--- src/rtl/opt1_os_tile_ctrl.sv ---
// opt1_os_tile_ctrl: tile sequencer for the OPT1 output-stationary systolic
// array. One command runs CLEAR -> FEED (k_len cycles) -> FLUSH (skew plus
// PE input pipeline) -> DRAIN (one row per handshake) -> DONE. Only control
// signals are generated; operand and accumulator data never pass through here.
// Optional feature macro: OPT1_TILE_CTRL_PERF_CNT_EN builds the per-tile
// cycle and stall counters. Without it, perf_cycles and perf_stall are tied to 0.
module opt1_os_tile_ctrl #(
  parameter int ROWS      = 4,
  parameter int COLS      = 4,
  parameter int K_WIDTH   = 16,
  parameter int INPUT_PIP = 1,
  localparam int RW       = (ROWS > 1) ? $clog2(ROWS) : 1
) (
  input  logic               clk,
  input  logic               rst_n,
  input  logic               start,
  input  logic [K_WIDTH-1:0] k_len,
  output logic               busy,
  output logic               acc_clr,
  output logic               feed_en,
  output logic [K_WIDTH-1:0] feed_k,
  output logic               drain_valid,
  input  logic               drain_ready,
  output logic [RW-1:0]      drain_row_sel,
  output logic               drain_last,
  output logic               done,
  output logic [31:0]        perf_cycles,
  output logic [31:0]        perf_stall
);

  // The array needs ROWS+COLS-1 cycles of skew to settle, plus the PE input stage.
  localparam int FLUSH_LEN = ROWS + COLS - 1 + INPUT_PIP;
  localparam int FW        = $clog2(FLUSH_LEN + 1);

  typedef enum logic [2:0] {
    ST_IDLE  = 3'd0,
    ST_CLEAR = 3'd1,
    ST_FEED  = 3'd2,
    ST_FLUSH = 3'd3,
    ST_DRAIN = 3'd4,
    ST_DONE  = 3'd5
  } state_t;

  state_t             state_r, state_nxt_s;
  logic [K_WIDTH-1:0] k_len_r, k_len_nxt_s;
  logic [K_WIDTH-1:0] feed_k_r, feed_k_nxt_s;
  logic [FW-1:0]      flush_cnt_r, flush_cnt_nxt_s;
  logic [RW-1:0]      row_r, row_nxt_s;

  assign feed_k        = feed_k_r;
  assign drain_row_sel = row_r;

  // Next-state and counter updates; every register holds unless a state moves it.
  always_comb begin
    state_nxt_s     = state_r;
    k_len_nxt_s     = k_len_r;
    feed_k_nxt_s    = feed_k_r;
    flush_cnt_nxt_s = flush_cnt_r;
    row_nxt_s       = row_r;
    case (state_r)
      ST_IDLE: begin
        if (start) begin
          state_nxt_s  = ST_CLEAR;
          k_len_nxt_s  = k_len;
          feed_k_nxt_s = {K_WIDTH{1'b0}};
        end else begin
          state_nxt_s  = ST_IDLE;
        end
      end
      ST_CLEAR: begin
        // A zero-length tile has nothing to stream, so go straight to flushing.
        if (k_len_r != {K_WIDTH{1'b0}}) begin
          state_nxt_s     = ST_FEED;
        end else begin
          state_nxt_s     = ST_FLUSH;
          flush_cnt_nxt_s = {FW{1'b0}};
        end
      end
      ST_FEED: begin
        if (feed_k_r == (k_len_r - K_WIDTH'(1))) begin
          state_nxt_s     = ST_FLUSH;
          flush_cnt_nxt_s = {FW{1'b0}};
        end else begin
          feed_k_nxt_s    = feed_k_r + K_WIDTH'(1);
        end
      end
      ST_FLUSH: begin
        if (flush_cnt_r == FW'(FLUSH_LEN - 1)) begin
          state_nxt_s     = ST_DRAIN;
          row_nxt_s       = {RW{1'b0}};
        end else begin
          flush_cnt_nxt_s = flush_cnt_r + FW'(1);
        end
      end
      ST_DRAIN: begin
        // drain_valid is always high in DRAIN, so drain_ready alone completes a beat.
        if (drain_ready) begin
          if (row_r == RW'(ROWS - 1)) begin
            state_nxt_s = ST_DONE;
          end else begin
            row_nxt_s   = row_r + RW'(1);
          end
        end else begin
          row_nxt_s = row_r;
        end
      end
      ST_DONE: begin
        state_nxt_s = ST_IDLE;
      end
      default: begin
        state_nxt_s = ST_IDLE;
      end
    endcase
  end

  // State, counters and registered outputs decoded from the upcoming state.
  always_ff @(posedge clk or negedge rst_n) begin
    if (!rst_n) begin
      state_r     <= ST_IDLE;
      k_len_r     <= {K_WIDTH{1'b0}};
      feed_k_r    <= {K_WIDTH{1'b0}};
      flush_cnt_r <= {FW{1'b0}};
      row_r       <= {RW{1'b0}};
      busy        <= 1'b0;
      acc_clr     <= 1'b0;
      feed_en     <= 1'b0;
      drain_valid <= 1'b0;
      drain_last  <= 1'b0;
      done        <= 1'b0;
    end else begin
      state_r     <= state_nxt_s;
      k_len_r     <= k_len_nxt_s;
      feed_k_r    <= feed_k_nxt_s;
      flush_cnt_r <= flush_cnt_nxt_s;
      row_r       <= row_nxt_s;
      busy        <= (state_nxt_s != ST_IDLE);
      acc_clr     <= (state_nxt_s == ST_CLEAR);
      feed_en     <= (state_nxt_s == ST_FEED);
      drain_valid <= (state_nxt_s == ST_DRAIN);
      drain_last  <= (state_nxt_s == ST_DRAIN) && (row_nxt_s == RW'(ROWS - 1));
      done        <= (state_nxt_s == ST_DONE);
    end
  end

`ifdef OPT1_TILE_CTRL_PERF_CNT_EN
  logic [31:0] cyc_cnt_r;
  logic [31:0] stall_cnt_r;
  logic [31:0] perf_cycles_r;
  logic [31:0] perf_stall_r;

  assign perf_cycles = perf_cycles_r;
  assign perf_stall  = perf_stall_r;

  // Count busy and backpressure cycles per tile; publish both when DONE is reached.
  always_ff @(posedge clk or negedge rst_n) begin
    if (!rst_n) begin
      cyc_cnt_r     <= 32'd0;
      stall_cnt_r   <= 32'd0;
      perf_cycles_r <= 32'd0;
      perf_stall_r  <= 32'd0;
    end else begin
      if (state_r == ST_IDLE) begin
        cyc_cnt_r <= 32'd0;
      end else begin
        cyc_cnt_r <= cyc_cnt_r + 32'd1;
      end
      if (state_r == ST_CLEAR) begin
        stall_cnt_r <= 32'd0;
      end else if ((state_r == ST_DRAIN) && !drain_ready) begin
        stall_cnt_r <= stall_cnt_r + 32'd1;
      end else begin
        stall_cnt_r <= stall_cnt_r;
      end
      // The DONE cycle itself is part of the tile, hence the +1.
      if (state_r == ST_DONE) begin
        perf_cycles_r <= cyc_cnt_r + 32'd1;
        perf_stall_r  <= stall_cnt_r;
      end else begin
        perf_cycles_r <= perf_cycles_r;
        perf_stall_r  <= perf_stall_r;
      end
    end
  end
`else
  assign perf_cycles = 32'd0;
  assign perf_stall  = 32'd0;
`endif

endmodule

--- config.mk ---
export PLATFORM = sky130hd
export DESIGN_NAME = opt1_os_tile_ctrl
export DESIGN_NICKNAME = d
export VERILOG_FILES = /design/src/rtl/opt1_os_tile_ctrl.sv
export SDC_FILE = /design/constraint.sdc
export NUM_CORES = 1
export LEC_CHECK = 0
export BUFFER_PORTS_ARGS = -buffer_cell sky130_fd_sc_hd__buf_2
export CAP_MARGIN = 20
export CORE_ASPECT_RATIO = 1.25
export CORE_MARGIN = 2
export CORE_UTILIZATION = 55
export CTS_CLUSTER_DIAMETER = 50
export DETAILED_ROUTE_END_ITERATION = 8
export PLACE_DENSITY = 0.89
export SYNTH_ARGS = -nofsm -noshare
export SYNTH_HDL_FRONTEND = slang
export SYNTH_SLANG_ARGS = --single-unit
export TNS_END_PERCENT = 100
--- constraint.sdc ---
create_clock -name clk -period 5.2 [get_ports clk]
set_clock_uncertainty 0.15 [all_clocks]
set_input_delay 1.04 -clock clk [delete_from_list [all_inputs] [get_ports clk]]
set_output_delay 1.04 -clock clk [all_outputs]
set_load 0.02 [all_outputs]
==> flow_summary.json, run 1 <==
{
  "htreeDepth": 2,
  "numCtsBuffers": 5,
  "synth_xor_area_frac": 0.05119,
  "maxCapViolCount": 0,
  "final_core_util": 0.5885,
  "start_kind": "register",
  "wl_per_cell_um": 14.00,
  "yosys-mux-area-fraction": 0.01232,
  "cts_hold_buffers": 0,
  "initial_core_util": 0.5663,
  "crit_buf_inv": 0,
  "grt_pass1_vias": 2458,
  "crit_type": "reg2reg",
  "r2r_slack_ns": 1.23,
  "relSlewSlack": 0.3092,
  "period_needed_ns": 3.974,
  "tightest_slew_ns": 1.036,
  "die_y_um": 89.95,
  "synth.distinct_cells": 56,
  "critical_path.cell_chain": "nor4_4 -> nand4_1 -> or4b_1 -> a2111o_1 -> o21ai_2 -> o211a_4 -> mux2i_1",
  "synth_top_family_by_area": "simple AND/OR/NAND/NOR gates",
  "ys_seq_area_frac": 0.3618,
  "mostFrequentLayoutCell": "conb_1",
  "synth_edf_count": 0,
  "dp_hpwl_mm": 4.918,
  "drc_errors": 0,
  "synth_area_um2": 3251,
  "io_buffers": 43,
  "critPathRequiredTime_ns": 5.27,
  "cts_sinks": 47,
  "synthCells": 373,
  "fp.coreArea_um2": 5741,
  "nets": 434,
  "max_stage_delay_ns": 0.80,
  "synth_warnings": 0,
  "cp_max_fo": 31,
  "totalWireLength_mm": 6.692,
  "initialDrtViolationCount": 180,
  "synth_flop_cell": "dfrtp_1",
  "grt_overflow": 0,
  "cp_slowest_cell": "o21ai_2",
  "max-vdd-ir-drop_mv": 0.1507,
  "synth_area_leader_cell": "dfrtp_1",
  "grt_usage": 0.2063,
  "rsz0062_at_grt": "false",
  "grt_pass1_wl_mm": 10.88,
  "synth_fa_ha_area_frac": 0.01155,
  "most-common-layout-cells": "conb_1, nand2_1, dfrtp_1",
  "antenna_cells": 0,
  "maxSlewViolCount": 0,
  "clk_pin_slew_ns": 0.09,
  "setup_violations": 0,
  "drive_gt1_frac": 0.1529,
  "cts_tree": "done",
  "antenna_found_initial": 0,
  "gp_congestion": 0.9934,
  "cp_top_family": "compound AO/OA/AOI/OAI gates",
  "area_growth_pct": 3.926,
  "vias": 2606,
  "outcome": "complete, no violations",
  "dr.pass1.iters": 5,
  "synth_top_area_frac": 0.3618,
  "fmax_mhz": 251.6,
  "clkLatencyLatePin_ns": 0.30,
  "cts_buffer_depth": 2,
  "cts_setup_buffers": 0,
  "min_path_type": "reg2reg",
  "cts_resized": 0,
  "postSynthAreaPerCell_um2": 8.715,
  "setup_tns_ns": 0,
  "p_per_area_nw_per_um2": 217.4,
  "vias_per_cell": 5.452,
  "p_leak_nw": 1.673,
  "antenna_left": 0,
  "hold_viol_final": 0,
  "cts_root_buf": "clkbuf_8",
  "die_x_um": 72.76,
  "min_period_over_period": 0.7643,
  "die_area_um2": 6545,
  "async_flop_share": 1.000,
  "num_rows": 31,
  "io_pins": 108,
  "ys_seq_elements": 47,
  "synth_compound_area_frac": 0.1309,
  "cp.arrival_ns": 4.04,
  "crit_path_end_kind": "register",
  "synth-simple-area-share": 0.2417,
  "grt_start_max_net_pins": 48,
  "yosys-top-cells-area": "dfrtp_1, buf_4, nand2_1"
}
[per-layer routing]
layer / vias to the layer above / wire length (um) / track usage
met5: - / 0 / 0
met4: 0 / 187 / 0.1003
met3: 19 / 439 / 0.04260
met2: 121 / 3469 / 0.3485
met1: 1226 / 2596 / 0.2438
li1: 1240 / - / -
[cells in the mapped netlist, types with 3 or more instances]
library cell  instances
a21oi_1              14
nor2_1               18
xnor2_1              12
buf_2                 3
o211ai_1              4
clkbuf_1              4
or3_1                 6
nand4_1              10
or4_1                 5
xor2_1                7
ha_1                  3
o31ai_1               6
o21ai_0              17
nand2_1              57
buf_4                64
buf_6                 4
nand3_1              14
nor3_1                8
mux2i_1               4
dfrtp_1              47
inv_1                15
and3_1                9
nor4_1                3
[metrics by stage]
stage	instances	setup WS [ns]	hold slack [ns]	power, mW	area, um2
floorplan	436	2.456	0.3287	0.4496	3487
global placement	469	1.493	0.3528	0.4266	3226
finish	478	1.226	0.3938	0.7344	3378
global route	478	0.9907	0.4229	0.7551	3378
CTS	477	1.273	0.3969	0.7347	3358
detailed placement	469	1.299	0.3829	0.4267	3226
[registers in the layout (all words and copies together), names as in the netlist]
signal         count
drain_valid        1
feed_k            16
feed_en            1
acc_clr            1
k_len_r           16
state_r            3
done               1
flush_cnt_r        4
drain_row_sel      2
busy               1
drain_last         1
[where the power goes]
part           total, mW  leakage [nW]  switching, mW  internal, mW
sequential         0.365         0.595              0         0.365
combinational     0.0564          1.01         0.0499       0.00658
clock              0.313        0.0654          0.121         0.192
[layout make-up]
cell class	instances	area, um2
Fill cell	498	2362
Multi-Input combinational cell	298	1695
Sequential cell	47	1176
Timing Repair Buffer	44	235.2
Tap cell	66	82.58
Clock buffer	6	72.57
Clock inverter	2	60.06
Inverter	15	56.30
[final timing paths]
check	from	to	cells past startpoint
worst max-delay path	k_len_r[2]	flush_cnt_r[1]	7
worst min-delay path	k_len_r[15]	k_len_r[15]	2
worst max register to register	k_len_r[2]	flush_cnt_r[1]	7
worst min register to register	k_len_r[15]	k_len_r[15]	2
max in group asynchronous	rst_n	k_len_r[13]	2
min in group asynchronous	rst_n	feed_k[11]	1
[cell families after synthesis]
| family | count (synthesis) |
|---|---|
| simple gates | 149 |
| mux | 4 |
| buf+inv | 91 |
| other cells | 1 |
| xor+xnor | 19 |
| compound gates | 59 |
| fa+ha+maj | 3 |
| flops | 47 |
[tightest hold or removal path: cells and delay by family (launching register included)]
family | cells | cell delay (ns)
flip-flops | 1 | 0.39
AND/OR/NAND/NOR | 2 | 0.12
Note: power is estimated with default switching activity, not from simulation.
==> run 2: changes to the inputs <==
--- a/config.mk
+++ b/config.mk
@@ -9,10 +9,10 @@
 export CAP_MARGIN = 20
 export CORE_ASPECT_RATIO = 1.25
 export CORE_MARGIN = 2
-export CORE_UTILIZATION = 55
+export CORE_UTILIZATION = 46
 export CTS_CLUSTER_DIAMETER = 50
 export DETAILED_ROUTE_END_ITERATION = 8
-export PLACE_DENSITY = 0.89
+export PLACE_DENSITY = 0.8
 export SYNTH_ARGS = -nofsm -noshare
 export SYNTH_HDL_FRONTEND = slang
 export SYNTH_SLANG_ARGS = --single-unit
==> constraint.sdc (replaced) <==
create_clock -name clk -period 3.6 [get_ports clk]
set_clock_uncertainty 0.15 [all_clocks]
set_input_delay 0.72 -clock clk [delete_from_list [all_inputs] [get_ports clk]]
set_output_delay 0.72 -clock clk [all_outputs]
set_load 0.02 [all_outputs]
==> run 2 against run 1 <==
First-iteration DRC count decreased by 11%. Die area increased by 19%. Critical path depth increased by 2.
==> flow_summary.json, run 2 (synthesized netlist as in run 1, its figures left out) <==
{
  "most-common-layout-cells": "conb_1, nand2_1, dfrtp_1",
  "period_needed_ns": 3.164,
  "drive_gt1_frac": 0.1635,
  "mostFrequentLayoutCell": "conb_1",
  "fmax_mhz": 316.1,
  "initialDrtViolationCount": 161,
  "power_mw": 1.069,
  "initial_core_util": 0.4717,
  "worst_r2r_endpoint": "flush_cnt_r[1]",
  "die_y_um": 97.99,
  "dr.pass1.iters": 4,
  "vias": 2601,
  "cp_max_fo": 31,
  "antenna_found_initial": 0,
  "postPlaceCellArea_um2": 3286,
  "dp_hpwl_mm": 5.207,
  "cts_resized": 0,
  "nets": 438,
  "antenna_left": 0,
  "outcome": "complete, no violations",
  "min_period_over_period": 0.8789,
  "r2r_slack_ns": 0.44,
  "rsz0062_at_grt": "false",
  "hold_viol_final": 0,
  "setup_violations": 0,
  "r2r_start": "k_len_r[0]",
  "cts_sinks": 47,
  "grt_overflow": 0,
  "crit_type": "reg2reg",
  "grt_usage": 0.1779,
  "r2r_cells": 9,
  "maxCapViolCount": 0,
  "relSlewSlack": 0.5722,
  "io_pins": 108,
  "p_leak_nw": 1.692,
  "setup_tns_ns": 0,
  "wl_per_cell_um": 13.75,
  "max-vdd-ir-drop_mv": 0.1808,
  "final_cell_area_um2": 3442,
  "gp_congestion": 0.9127,
  "tightest_slew_ns": 0.6394,
  "numCtsBuffers": 5,
  "min_path_type": "in2async",
  "die_area_um2": 7759,
  "grt_pass1_vias": 2367,
  "p_per_area_nw_per_um2": 310.6,
  "final_core_util": 0.4995,
  "fp.coreArea_um2": 6892,
  "clkLatencyLatePin_ns": 0.30,
  "clk_pin_slew_ns": 0.09,
  "cp.arrival_ns": 3.24,
  "htreeDepth": 2,
  "drc_errors": 0,
  "start_kind": "register",
  "antenna_cells": 0,
  "cts_setup_buffers": 0,
  "area_growth_pct": 5.889,
  "die_x_um": 79.19,
  "grt_start_max_net_pins": 48,
  "vias_per_cell": 5.140,
  "grt_pass1_wl_mm": 11.05,
  "io_buffers": 43,
  "cts_buffer_depth": 2,
  "cts_hold_buffers": 0,
  "maxSlewViolCount": 0,
  "num_rows": 34,
  "crit_path_end_kind": "register",
  "holdWs_ns": 0.1783,
  "cts_root_buf": "clkbuf_8",
  "cts_tree": "done",
  "num-fill-cells": 655,
  "totalWireLength_mm": 6.958,
  "critPathRequiredTime_ns": 3.68
}
==> run 2: how the worst max path moves through the flow <==
stage	start	end	slack [ns]	depth (start not counted)
finish	k_len_r[0]	flush_cnt_r[1]	0.44	9
global route	k_len_r[0]	flush_cnt_r[1]	0.26	9
CTS	k_len_r[0]	flush_cnt_r[1]	0.47	9
detailed placement	k_len_r[0]	flush_cnt_r[1]	0.49	9
global placement	k_len_r[0]	flush_cnt_r[1]	0.62	9
floorplan	k_len_r[2]	flush_cnt_r[1]	0.86	8
==> run 2: area by class of cell <==
class | count | area (um2) | share of cell area
Timing Repair Buffer | 48 | 265.3 | 0.07706
Sequential cell | 47 | 1176 | 0.3417
Tap cell | 90 | 112.6 | 0.03272
Inverter | 15 | 56.30 | 0.01636
Multi-Input combinational cell | 298 | 1695 | 0.4925
Clock inverter | 3 | 67.56 | 0.01963
Clock buffer | 5 | 68.82 | 0.01999
==> run 2: worst max-delay path, stage by stage, from the launching register on <==
cell      delay [ns]
dfrtp_1         0.42
inv_1           0.09
ha_1            0.35
nand4_1         0.25
or4b_1          0.54
a2111o_1        0.46
o21ai_2         0.12
buf_4           0.29
o211a_4         0.24
mux2i_1         0.18
==> run 2: per-stage QoR <==
step,setup slack [ns],std cells
floorplan,0.8561,436
global placement,0.6219,497
detailed placement,0.4947,497
CTS,0.4664,505
global route,0.2637,506
finish,0.4361,506
==> run 2: power breakdown <==
part           switching [mW]  internal (mW)
logic                  0.0718        0.00947
clock network           0.184          0.277
registers                   0          0.527
==> run 2: metal layers <==
metal	GRT usage	up-vias	part of all wire
met5	0	-	0
met4	0.08223	0	0.033
met3	0.03050	16	0.050
met2	0.3149	108	0.52
met1	0.2064	1231	0.40
li1	-	1246	-
